File: config.mk
export PLATFORM = sky130hd
export DESIGN_NAME = switch_debounce_ctrl_flat
export DESIGN_NICKNAME = d
export VERILOG_FILES = /design/src/rtl/switch_debounce_ctrl_if.sv /design/src/rtl/switch_debounce_ctrl.sv /design/src/flat_wrapper.sv
export SDC_FILE = /design/constraint.sdc
export NUM_CORES = 1
export LEC_CHECK = 0
export CELL_PAD_IN_SITES_DETAIL_PLACEMENT = 1
export CELL_PAD_IN_SITES_GLOBAL_PLACEMENT = 1
export CORE_UTILIZATION = 52
export DETAILED_ROUTE_END_ITERATION = 12
export HOLD_SLACK_MARGIN = 0.12
export PLACE_DENSITY = 0.85
export RECOVER_POWER = 25
export SLEW_MARGIN = 20
export SYNTH_ARGS = -nofsm -noshare
export SYNTH_HDL_FRONTEND = slang
export SYNTH_SLANG_ARGS = --single-unit
File: constraint.sdc
create_clock -name i_clk -period 6.85 [get_ports i_clk]
set_input_delay 1.0275 -clock i_clk [delete_from_list [all_inputs] [get_ports i_clk]]
set_output_delay 1.0275 -clock i_clk [all_outputs]
set_load 0.02 [all_outputs]
File: src/rtl/switch_debounce_ctrl_if.sv
// Button inputs and debounced display controls for the TimeClock front-end.
// The design drives the outputs; the button source drives the raw inputs.
interface switch_debounce_ctrl_if;
    logic i_btn_mode;
    logic i_btn_onoff;
    logic o_modeSW;
    logic o_OnOffSW;
    logic o_clear;

    modport master (output i_btn_mode, i_btn_onoff,
                    input  o_modeSW, o_OnOffSW, o_clear);
    modport slave  (input  i_btn_mode, i_btn_onoff,
                    output o_modeSW, o_OnOffSW, o_clear);
endinterface

File: src/rtl/switch_debounce_ctrl.sv
// Debounces the mode and on/off push-buttons into display level controls,
// plus a one-cycle clear pulse on a long on/off press.

module switch_debounce_lane #(
    parameter int unsigned STABLE_CNT = 20
) (
    input  logic gclk,
    input  logic grst_n,
    input  logic tick,
    input  logic btn,
    output logic press_ev,
    output logic rel_ev,
    output logic held
);
    typedef enum logic [1:0] {IDLE, PRESS_W, PRESSED, REL_W} state_t;
    localparam int CW = $clog2(STABLE_CNT + 1);
    localparam logic [CW-1:0] LAST = CW'(STABLE_CNT - 1);

    state_t          state;
    logic [CW-1:0]   cnt;
    logic [1:0]      sync;
    logic            s_btn;

    assign s_btn = sync[1];

    always_ff @(posedge gclk or negedge grst_n) begin
        if (!grst_n) begin
            sync  <= '0;
            state <= IDLE;
            cnt   <= '0;
        end else begin
            sync <= {sync[0], btn};
            if (tick) begin
                case (state)
                    IDLE: if (s_btn) begin
                        state <= PRESS_W;
                        cnt   <= CW'(1);
                    end
                    PRESS_W: if (!s_btn) begin
                        state <= IDLE;
                        cnt   <= '0;
                    end else if (cnt == LAST) begin
                        state <= PRESSED;
                        cnt   <= '0;
                    end else begin
                        cnt <= cnt + CW'(1);
                    end
                    PRESSED: if (!s_btn) begin
                        state <= REL_W;
                        cnt   <= CW'(1);
                    end
                    REL_W: if (s_btn) begin
                        state <= PRESSED;
                        cnt   <= '0;
                    end else if (cnt == LAST) begin
                        state <= IDLE;
                        cnt   <= '0;
                    end else begin
                        cnt <= cnt + CW'(1);
                    end
                    default: begin
                        state <= IDLE;
                        cnt   <= '0;
                    end
                endcase
            end
        end
    end

    // Events fire in the tick cycle that completes the stable run.
    assign press_ev = tick && (state == PRESS_W) && s_btn  && (cnt == LAST);
    assign rel_ev   = tick && (state == REL_W)   && !s_btn && (cnt == LAST);
    assign held     = (state == PRESSED) || (state == REL_W);
endmodule

module switch_debounce_ctrl #(
    parameter int unsigned SAMPLE_DIV = 100_000,
    parameter int unsigned STABLE_CNT = 20,
    parameter int unsigned LONG_CNT   = 1000,
    parameter logic        RESET_MODE = 1'b1
) (
    input  logic                  i_clk,
    input  logic                  i_reset,
    switch_debounce_ctrl_if.slave bus
);
    localparam int NUM_LANES = 2;
    localparam int L_MODE    = 0;
    localparam int L_ONOFF   = 1;
    localparam int DW        = $clog2(SAMPLE_DIV);
    localparam int HW        = $clog2(LONG_CNT + 1);
    localparam logic [DW-1:0] TICK_AT = DW'(SAMPLE_DIV - 1);
    localparam logic [HW-1:0] HOLD_MAX = HW'(LONG_CNT);

    logic [DW-1:0]          div_cnt;
    logic                   tick;
    logic [NUM_LANES-1:0]   btn, press_ev, rel_ev, held;
    logic [HW-1:0]          hold, hold_nxt;
    logic                   mode_q, onoff_q, clear_q;

    assign tick = (div_cnt == TICK_AT);
    assign btn  = {bus.i_btn_onoff, bus.i_btn_mode};

    always_ff @(posedge i_clk or negedge i_reset) begin
        if (!i_reset)  div_cnt <= '0;
        else if (tick) div_cnt <= '0;
        else           div_cnt <= div_cnt + DW'(1);
    end

    for (genvar g = 0; g < NUM_LANES; g++) begin : g_lane
        switch_debounce_lane #(.STABLE_CNT(STABLE_CNT)) u_lane (
            .gclk     (i_clk),
            .grst_n   (i_reset),
            .tick     (tick),
            .btn      (btn[g]),
            .press_ev (press_ev[g]),
            .rel_ev   (rel_ev[g]),
            .held     (held[g])
        );
    end

    // Hold time of the on/off button; saturation gives one clear per press.
    always_comb begin
        hold_nxt = hold;
        if (press_ev[L_ONOFF])
            hold_nxt = '0;
        else if (tick && held[L_ONOFF] && hold != HOLD_MAX)
            hold_nxt = hold + HW'(1);
    end

    always_ff @(posedge i_clk or negedge i_reset) begin
        if (!i_reset) begin
            hold    <= '0;
            mode_q  <= RESET_MODE;
            onoff_q <= 1'b0;
            clear_q <= 1'b0;
        end else begin
            hold    <= hold_nxt;
            mode_q  <= mode_q ^ press_ev[L_MODE];
            clear_q <= (hold != HOLD_MAX) && (hold_nxt == HOLD_MAX);
            // A release that lands on or after the long-press threshold never toggles.
            onoff_q <= onoff_q ^ (rel_ev[L_ONOFF] && hold_nxt != HOLD_MAX);
        end
    end

    assign bus.o_modeSW  = mode_q;
    assign bus.o_OnOffSW = onoff_q;
    assign bus.o_clear   = clear_q;
endmodule
File: src/flat_wrapper.sv
// flat-port wrapper written by rule: the top's interface ports become plain ports
module switch_debounce_ctrl_flat 
#(
    parameter int unsigned SAMPLE_DIV = 100_000,
    parameter int unsigned STABLE_CNT = 20,
    parameter int unsigned LONG_CNT   = 1000,
    parameter logic        RESET_MODE = 1'b1
)
  (i_clk, i_reset, bus_i_btn_mode, bus_i_btn_onoff, bus_o_modeSW, bus_o_OnOffSW, bus_o_clear);
  switch_debounce_ctrl_if bus_i ();
  input  logic i_clk;
  input  logic i_reset;
  input wire logic [$bits(bus_i.i_btn_mode)-1:0] bus_i_btn_mode;
  input wire logic [$bits(bus_i.i_btn_onoff)-1:0] bus_i_btn_onoff;
  output wire logic [$bits(bus_i.o_modeSW)-1:0] bus_o_modeSW;
  output wire logic [$bits(bus_i.o_OnOffSW)-1:0] bus_o_OnOffSW;
  output wire logic [$bits(bus_i.o_clear)-1:0] bus_o_clear;
  assign bus_i.i_btn_mode = bus_i_btn_mode;
  assign bus_i.i_btn_onoff = bus_i_btn_onoff;
  assign bus_o_modeSW = bus_i.o_modeSW;
  assign bus_o_OnOffSW = bus_i.o_OnOffSW;
  assign bus_o_clear = bus_i.o_clear;
  switch_debounce_ctrl #(.SAMPLE_DIV(SAMPLE_DIV), .STABLE_CNT(STABLE_CNT), .LONG_CNT(LONG_CNT), .RESET_MODE(RESET_MODE)) u_core (.i_clk(i_clk), .i_reset(i_reset), .bus(bus_i));
endmodule
Yosys cells after proc, flatten, opt, wreduce, memory -nomap -nowiden --
Index checks and enable logic that the tools add are counted.
Cells by class: $add $sub $neg 4, equality and inequality tests 20, multiplexer cells 29, bitwise gates (word level) 2, reduce and logical (&&, ||, !) cells 21
Operators by type and width (number):
- $mux 5 | 10
- $pmux 5 s4 | 2
- $mux 2 | 12
- $mux 10 | 2
- $ne 10x10->1 const B | 2
- $add 17x1->17 const B | 1
- $eq 17x17->1 const B | 1
- $mux 17 | 1
- $pmux 2 s4 | 2
- $logic_and 1x1->1 | 13
- $ne 3x3->1 const B | 4
- $add 10x1->10 const B | 1
- $add 5x1->5 const B | 2
- $eq 10x10->1 const B | 1
- $eq 5x5->1 const B | 2
- $reduce_and 5->1 | 2
- $eq 2x2->1 const B | 4
- $ne 2x2->1 const B | 4
- $reduce_and 3->1 | 2
- $eq 2x1->1 const B | 2
- $logic_not 2->1 | 2
- $xor 1x1->1 | 2
- $logic_not 1->1 | 1
- $logic_or 1x1->1 | 1
Word-level totals: bits in registers 48, bits of input ports 4, output and inout port bits 3, logic and storage cells 87

Depth between registers and ports, before layout --
Gate-level depths: netlist (run 1).
depth after elaboration 9, depth in mapped cells 10, depth with buffers taken out 9

By module --
A second synthesis (run 1) with hierarchy kept.
Unflattened totals: cell total of the unflattened synthesis 238, area, all modules 2483.6 um2
Modules (own cells, without submodules):
- switch_debounce_ctrl | times used 1, cells an instance 154, area an instance 1537.7 um2, sequential area each 752.0 um2
- switch_debounce_lane | times used 2, cells an instance 42, area an instance 473.0 um2, sequential area each 225.2 um2

Worst setup path before layout (run 1) --
No wires, ideal clock.
kind reg-to-reg, from reg u_core.div_cnt[0], to reg u_core.onoff_q, in the netlist u_core.bus.o_OnOffSW, setup time 0.079 ns, data arrival time 2.252 ns, required time 6.771 ns, setup slack 4.518 ns, cell stages (with the launch flop) 10, buffers on the path 1, clock period less this slack 2.332 ns, cell sequence dfrtp_1 ha_1 and4_1 buf_2 nand4_4 nor4_2 mux2i_1 nor4_2 a2111oi_2 xor2_1
On the way: word-level cells in the longest chain between the ends 8, elaborated cells on any way between the ends 14, classes of those cells eq/ne (2); mux (2); bitwise (1); reduce/logical (9)
Ends and longest elaborated chain:
- start: declaration | RTL line switch_debounce_ctrl.sv:94 | logic [DW-1:0] div_cnt;
- start signal: assignment | RTL line switch_debounce_ctrl.sv:106 | else div_cnt <= div_cnt + DW'(1);
- $eq 17x17->1 * | RTL line switch_debounce_ctrl.sv:100 | assign tick = (div_cnt == TICK_AT);
- $logic_and 1x1->1, on equally long branches (2 in series) | RTL line switch_debounce_ctrl.sv:126, switch_debounce_ctrl.sv:71
- $mux 10 or $logic_and 1x1->1 (tied branches) | RTL line switch_debounce_ctrl.sv:126, switch_debounce_ctrl.sv:71
- $mux 10 | RTL line switch_debounce_ctrl.sv:124 | if (press_ev[L_ONOFF])
- $ne 10x10->1 | RTL line switch_debounce_ctrl.sv:141 | onoff_q <= onoff_q ^ (rel_ev[L_ONOFF] && hold_nxt != HOLD_MAX);
- $logic_and 1x1->1 * | RTL line switch_debounce_ctrl.sv:141
- $xor 1x1->1 * | RTL line switch_debounce_ctrl.sv:141
- end signal: assignment | RTL line switch_debounce_ctrl.sv:141
- end: declaration | RTL line switch_debounce_ctrl.sv:98 | logic mode_q, onoff_q, clear_q;
Mark *: on every way between the ends. The rest lies on a longest branch, timed or not. A chain may end at the register's enable or synchronous reset.

==> impl_metrics.csv, run 1 <==
group,metric,value,unit
routing,wl_met3,84,microns
timing,fin_ws,3.85,ns
synthesis,synth_nets,256,
layout,area_delta_synth_final,8.74,%
synthesis,netlist_area,0.00248,sq mm
clock_network,clock_sinks,48,
synthesis,synthSimpleGateAreaFrac,0.270,
floorplanning,die_x,71.0,microns
worst_hold_path,worst_hold_path_type,"register to register",
critical_path,worstSetupPathType,"primary input to async pin",
synthesis,async_flop_share,1.00,
critical_path,ff2ff_path_depth,9,
layout,nets,263,
worst_hold_path,hp-start,"u_core.g_lane[0].u_lane.sync[0]$_DFF_PN0_",
global_routing,grt_pass1_vias,1857,
placed_design,dp_hpwl,3.71,mm
timing,clock_skew,0.0174,ns
synthesis,synth_seq_area_share,0.485,
synthesis,synth_flop_cell,"dfrtp_1",
synthesis,synthAdderAreaFrac,0.0253,
timing,hold_viol_final,0,
floorplanning,start_util,0.554,
routing,wl_per_cell,17.0,microns
synthesis,yosysWarningCount,0,
synthesis,synthMuxAreaShare,0.0177,
critical_path,rrSetupSlack,4.06,ns
critical_path,crit_path_top_delay_cell,"clkbuf_1",
floorplanning,num_rows,24,
global_routing,grt_max_degree,49,
placed_design,gp_congestion,0.766,
critical_path,critPathTopFamily,"buffers and inverters",
routing,met1_length,2.52,mm
critical_path,worst_setup_path_end_kind,"async pin",
flow_run,maxCapViolCount,1,
synthesis,ys_ff_latch,48,
timing,rsz0062_at_grt,"false",
routing,final_antenna_net_count,0,
timing,timing.fmax,333,MHz
clock_network,cts_max_level,2,
floorplanning,dieArea,0.00504,sq mm
global_routing,overflow,0,
placed_design,portBuffers,6,
timing,period_share,0.438,
placed_design,place_ws,4.04,ns
status,status,"finished, violations left",
synthesis,synth-edff-count,0,
timing,drv_slew,49,
floorplanning,io_pins,7,
timing,fin_crit,3.00,ns
critical_path,cp_num_cells,1,
synthesis,synthCells,247,
timing,fin_tns_setup,0,ns
synthesis,synthXorXnorAreaFrac,0.103,
critical_path,cpPeakStageDelay,1.81,ns
power_and_ir_drop,vdd_drop_max,0.148,mV
clock_network,post_cts_resized,0,
clock_network,hold_buffers,0,
timing,tightest_slew,2.60,ns
critical_path,arrival,2.86,ns
power_and_ir_drop,p_leak,1.16,nW
worst_hold_path,min_path_cells,0,
critical_path,cp_cell_sequence,"clkbuf_1",
routing,via_count,1816,
clock_network,post-cts-setup-buffers,0,
critical_path,cp-start-kind,"primary input",
layout,n_antenna_cell,0,
layout,drive_above_1_share,0.0941,
clock_network,clkTransAtPathRegs,0.09,ns
global_routing,grt.total_usage,0.232,
synthesis,postSynthAreaPerCell,10.0,sq um
timing,setup_viol,0,
critical_path,cp_max_fo,48,
routing,drc,0,
power_and_ir_drop,power_density,189,mW/mm^2
synthesis,synth-compound-area-share,0.0747,
floorplanning,die_height,71.0,microns
clock_network,clockBufferDepth,2,
worst_hold_path,hold_end,"u_core.g_lane[0].u_lane.sync[1]$_DFF_PN0_",
critical_path,cp.required,6.71,ns
routing,drt-initial-drc-count,85,
layout,nFillCells,505,
clock_network,worst_skew_pair.late_latency,0.31,ns
routing,dr_wl_met2,2.56,mm
synthesis,synth_top_family_by_area,"simple AND/OR/NAND/NOR gates",
clock_network,cts_tree,"yes",
global_routing,antenna_found_initial,0,
routing,top_layer_used,"met4",
synthesis,synth_cell_types,39,
routing,drt_pre_antenna_iters,4,
routing,viasPerCell,5.92,
clock_network,root_buffer,"clkbuf_8",
global_routing,grt_pass1_wl,8.93,mm
floorplanning,design.core.area,0.00447,sq mm
routing,wl,5.23,mm
critical_path,rr_startpoint,"u_core.div_cnt[0]$_DFF_PN0_",
clock_network,numCtsBuffers,5,
critical_path,path_buf_inv,1,
timing,relSlewSlack,-0.732,
critical_path,reg2reg_to,"u_core.bus.o_OnOffSW$_DFF_PN0_",
status,violations,"max-capacitance violations, max-slew violations",
-- power breakdown --
group | leakage, nW | switching, W | internal, W | total (W)
Clock | 0.0614 | 0.0000961 | 0.000119 | 0.000216
Combinational | 0.455 | 0.00000658 | 0.00000113 | 0.00000771
Sequential | 0.643 | 0.000000860 | 0.000284 | 0.000285
Total | 1.16 | 0.000104 | 0.000405 | 0.000508
-- cell type report --
cell class                 instances  area [sq um]  area share
multi-input combinational        184          1210       0.451
clock buffer                       6          82.6      0.0307
sequential                        48          1200       0.446
tap                               52          65.1      0.0242
clock inverter                     2          38.8      0.0144
timing repair buffer               7          61.3      0.0228
inverter                           8          30.0      0.0111
-- logic make-up (layout without fill, tap and decap cells) --
kind of cell	Yosys count	after routing
xor gates and xnor gates	29	29
buffers and inverters	15	23
and+or+nand+nor	116	116
muxes	4	4
adders and majority gates	5	5
DFF	48	48
AOI/OAI and AO/OA	30	30
-- per-layer routing --
metal,vias to the layer above,track usage
met3,5,0.0470
li1,878,-
met5,-,0
met4,0,0.0733
met1,920,0.310
met2,13,0.382
-- state kept, by name (all words and copies together) (netlist names), named ones only --
signal / cells
u_core.g_lane.u_lane.cnt: 10
u_core.hold: 10
u_core.div_cnt: 17
u_core.bus.o_modeSW: 1
u_core.bus.o_clear: 1
u_core.bus.o_OnOffSW: 1
u_core.g_lane.u_lane.sync: 4
u_core.g_lane.u_lane.state: 2
-- layout by cell type (no fill, tap or decap), types with 2 or more instances in the layout --
cell             synthesis  layout
nand2_1                 25      25
nand4b_1                 2       2
and2_1                   2       2
a22o_1                   2       2
dfrtp_1                 47      47
inv_1                    8       8
xnor2_1                 16      16
nor2_1                  25      25
and4bb_2                 3       3
nor3_1                   8       8
o31ai_1                  3       3
ha_1                     5       5
nor4_1                   2       2
clkbuf_8                 0       6
nand3_1                 23      23
and4_1                   3       3
nor4_2                   3       3
o21ai_0                 11      11
a21oi_1                  9       9
clkdlybuf4s50_1          0       3
nand4_1                  6       6
dlygate4sd3_1            0       2
mux2_2                   2       2
and3_1                   5       5
a21o_1                   3       3
xor2_1                  13      13
-- cell usage after synthesis (2+ instances only) --
cell | n | area, sq um
a21o_1 | 3 | 22.5
buf_2 | 4 | 20.0
nand4b_1 | 2 | 17.5
nand4_1 | 6 | 37.5
ha_1 | 5 | 62.6
xnor2_1 | 16 | 140
mux2_2 | 2 | 22.5
clkbuf_1 | 3 | 11.3
a21oi_1 | 9 | 45.0
and4_1 | 3 | 26.3
and4bb_2 | 3 | 37.5
xor2_1 | 13 | 114
nor2_1 | 25 | 93.8
dfrtp_1 | 47 | 1180
nor4_1 | 2 | 12.5
and3_1 | 5 | 31.3
nor3_1 | 8 | 40.0
nand3_1 | 23 | 115
and2_1 | 2 | 12.5
a22o_1 | 2 | 17.5
o21ai_0 | 11 | 55.1
nor4_2 | 3 | 37.5
o31ai_1 | 3 | 22.5
nand2_1 | 25 | 93.8
inv_1 | 8 | 30.0
-- worst max-delay path by stage --
stage,start,to,slack (ns)
2_1_floorplan,u_core.div_cnt[0]$_DFF_PN0_,u_core.bus.o_OnOffSW$_DFF_PN0_,4.52
3_3_place_gp,u_core.div_cnt[0]$_DFF_PN0_,u_core.bus.o_OnOffSW$_DFF_PN0_,4.17
3_5_place_dp,u_core.div_cnt[0]$_DFF_PN0_,u_core.bus.o_OnOffSW$_DFF_PN0_,4.04
4_1_cts,u_core.div_cnt[0]$_DFF_PN0_,u_core.bus.o_OnOffSW$_DFF_PN0_,4.03
5_1_grt,i_reset,u_core.div_cnt[3]$_DFF_PN0_,3.31
6_report,i_reset,u_core.div_cnt[3]$_DFF_PN0_,3.85
-- per-stage QoR --
stage | hold slack, ns | std cells | utilization | total power, W | cell area [sq um]
6_report | 0.364 | 307 | 0.602 | 0.000508 | 2690
3_3_place_gp | 0.344 | 299 | 0.575 | 0.000299 | 2570
5_1_grt | 0.377 | 307 | 0.602 | 0.000523 | 2690
3_5_place_dp | 0.336 | 299 | 0.575 | 0.000299 | 2570
4_1_cts | 0.368 | 307 | 0.602 | 0.000515 | 2700
2_1_floorplan | 0.331 | 247 | - | 0.000292 | 2480
Note: power is estimated with default switching activity, not from simulation.
==> run 2: changes to the inputs <==
--- a/config.mk
+++ b/config.mk
@@ -7,10 +7,10 @@
 export LEC_CHECK = 0
 export CELL_PAD_IN_SITES_DETAIL_PLACEMENT = 1
 export CELL_PAD_IN_SITES_GLOBAL_PLACEMENT = 1
-export CORE_UTILIZATION = 52
+export CORE_UTILIZATION = 48
 export DETAILED_ROUTE_END_ITERATION = 12
 export HOLD_SLACK_MARGIN = 0.12
-export PLACE_DENSITY = 0.85
+export PLACE_DENSITY = 0.79
 export RECOVER_POWER = 25
 export SLEW_MARGIN = 20
 export SYNTH_ARGS = -nofsm -noshare
==> constraint.sdc (replaced) <==
create_clock -name i_clk -period 2.85 [get_ports i_clk]
set_input_delay 0.4275 -clock i_clk [delete_from_list [all_inputs] [get_ports i_clk]]
set_output_delay 0.4275 -clock i_clk [all_outputs]
set_load 0.02 [all_outputs]
==> run 2 against run 1 <==
Against the previous run:
- routed wire length grew 5.5%
- highest routed layer unchanged
- sequential share of layout area shrank 0.91 points
- sequential cell count is the same
- final area grew 2.1%
- core utilization shrank 3.5 points
- largest cell class unchanged
- the run now ends clean
- worst setup slack lost 3.6 ns
- critical endpoint is now u_core.bus.o_OnOffSW$_DFF_PN0_
- non-clock buffer count grew 4
- largest power group unchanged
==> impl_metrics.csv, run 2 (synthesis gave the netlist of run 1 again) <==
group,metric,value,unit
layout,final_cell_mix,"dfrtp_1, nor2_1, nand2_1, nand3_1, xnor2_1",
timing,hold_viol_final,0,
routing,wl,5.51,mm
critical_path,worstSetupPathType,"register to register",
status,status,"finished clean",
timing,clock_skew,0.0104,ns
power_and_ir_drop,vdd_drop_max,0.319,mV
floorplanning,start_util,0.511,
routing,viasPerCell,5.79,
floorplanning,dieArea,0.00545,sq mm
critical_path,cp-start-kind,"register",
routing,wl_met3,154,microns
timing,period_share,0.909,
power_and_ir_drop,report.power.total,0.00125,W
timing,rsz0062_at_grt,"false",
global_routing,antenna_found_initial,0,
layout,largest_register_ffs,17,
global_routing,grt_pass1_wl,9.57,mm
layout,area_delta_synth_final,11.0,%
routing,top_layer_used,"met4",
layout,drive_above_1_share,0.104,
routing,met1_length,2.65,mm
critical_path,arrival,2.83,ns
clock_network,clockBufferDepth,2,
timing,fin_ws,0.259,ns
timing,setup_viol,0,
critical_path,cp_max_fo,8,
clock_network,post_cts_resized,0,
clock_network,cts_tree,"yes",
clock_network,clock_sinks,48,
global_routing,grt_max_degree,31,
routing,drt_pre_antenna_iters,4,
routing,final_antenna_net_count,0,
power_and_ir_drop,p_leak,1.18,nW
floorplanning,die_height,73.8,microns
floorplanning,die_x,73.8,microns
critical_path,worst_setup_path_end_kind,"register",
clock_network,cts_max_level,2,
global_routing,grt_pass1_vias,1982,
routing,via_count,1887,
layout,top_register,"u_core.div_cnt",
routing,wl_per_cell,16.9,microns
layout,reg_top3,"u_core.div_cnt x17, u_core.g_lane.u_lane.cnt x10, u_core.hold x10",
flow_run,maxCapViolCount,0,
layout,final_common_cell,"dfrtp_1",
worst_hold_path,worst_hold_path_type,"register to register",
placed_design,portBuffers,6,
placed_design,placed_cell_area,0.00262,sq mm
floorplanning,design.core.area,0.00485,sq mm
routing,drc,0,
timing,tightest_slew,1.03,ns
floorplanning,io_pins,7,
clock_network,root_buffer,"clkbuf_8",
routing,dr_wl_met2,2.63,mm
clock_network,clkTransAtPathRegs,0.09,ns
layout,n_antenna_cell,0,
placed_design,dp_hpwl,3.84,mm
timing,timing.fmax,386,MHz
timing,fin_crit,2.59,ns
critical_path,cp.required,3.09,ns
timing,drv_slew,0,
global_routing,overflow,0,
power_and_ir_drop,power_density,453,mW/mm^2
timing,fin_tns_setup,0,ns
layout,post-route-cell-area,0.00275,sq mm
placed_design,place_ws,0.264,ns
clock_network,numCtsBuffers,5,
routing,drt-initial-drc-count,91,
layout,nets,267,
timing,relSlewSlack,0.311,
floorplanning,num_rows,25,
timing,holdWs,0.361,ns
global_routing,grt.total_usage,0.237,
clock_network,worst_skew_pair.late_latency,0.30,ns
placed_design,gp_congestion,0.851,
run 2: worst max-delay path: stages, from the launching register on:
cell	delay, ns
dfrtp_1	0.41
ha_1	0.22
and4_1	0.37
nand4_4	0.23
nor4_2	0.38
mux2i_1	0.26
nor4_2	0.08
a2111oi_2	0.41
xor2_1	0.17
run 2: through the flow:
step	utilization	cells
5_1_grt	0.567	326
3_5_place_dp	0.539	317
4_1_cts	0.567	326
3_3_place_gp	0.539	317
6_report	0.567	326
2_1_floorplan	-	247
run 2: power by group:
part / leakage, nW / internal (W) / switching (W) / total, W
clock network: 0.0645 / 0.000310 / 0.000229 / 0.000539
registers: 0.643 / 0.000683 / 0.00000210 / 0.000685
logic: 0.473 / 0.00000459 / 0.0000163 / 0.0000209
total: 1.18 / 0.000998 / 0.000247 / 0.00125
run 2: timing repair:
action,in CTS,in global routing
hold buffers,1,0
hold endpoints to repair,18,0
setup buffers,0,0
run 2: cell type report:
class                   count  area (sq um)
repair buffers             11          93.8
fillers                   548          2100
well taps                  67          83.8
inverters                   8          30.0
clock inverters             1          30.0
clock buffers               7          96.3
multi-input cells         184          1210
flip-flops and latches     48          1200
run 2: path summary, 6_finish.rpt:
kind / start / to / slack [ns] / cells after the start
hold reg to reg: u_core.g_lane[0].u_lane.sync[0]$_DFF_PN0_ / u_core.g_lane[0].u_lane.sync[1]$_DFF_PN0_ / 0.36 / 0
hold / removal: u_core.g_lane[0].u_lane.sync[0]$_DFF_PN0_ / u_core.g_lane[0].u_lane.sync[1]$_DFF_PN0_ / 0.36 / 0
setup / recovery: u_core.div_cnt[0]$_DFF_PN0_ / u_core.bus.o_OnOffSW$_DFF_PN0_ / 0.26 / 8
setup reg to reg: u_core.div_cnt[0]$_DFF_PN0_ / u_core.bus.o_OnOffSW$_DFF_PN0_ / 0.26 / 8
min in group asynchronous: i_reset / u_core.hold[3]$_DFF_PN0_ / 0.81 / 2
max in group asynchronous: i_reset / u_core.bus.o_modeSW$_DFF_PN1_ / 1.02 / 3
run 2: routing by layer:
metal | vias up | GRT usage
li1 | 894 | -
met1 | 957 | 0.307
met2 | 28 | 0.397
met3 | 8 | 0.0508
met4 | 0 | 0.0748
met5 | - | 0
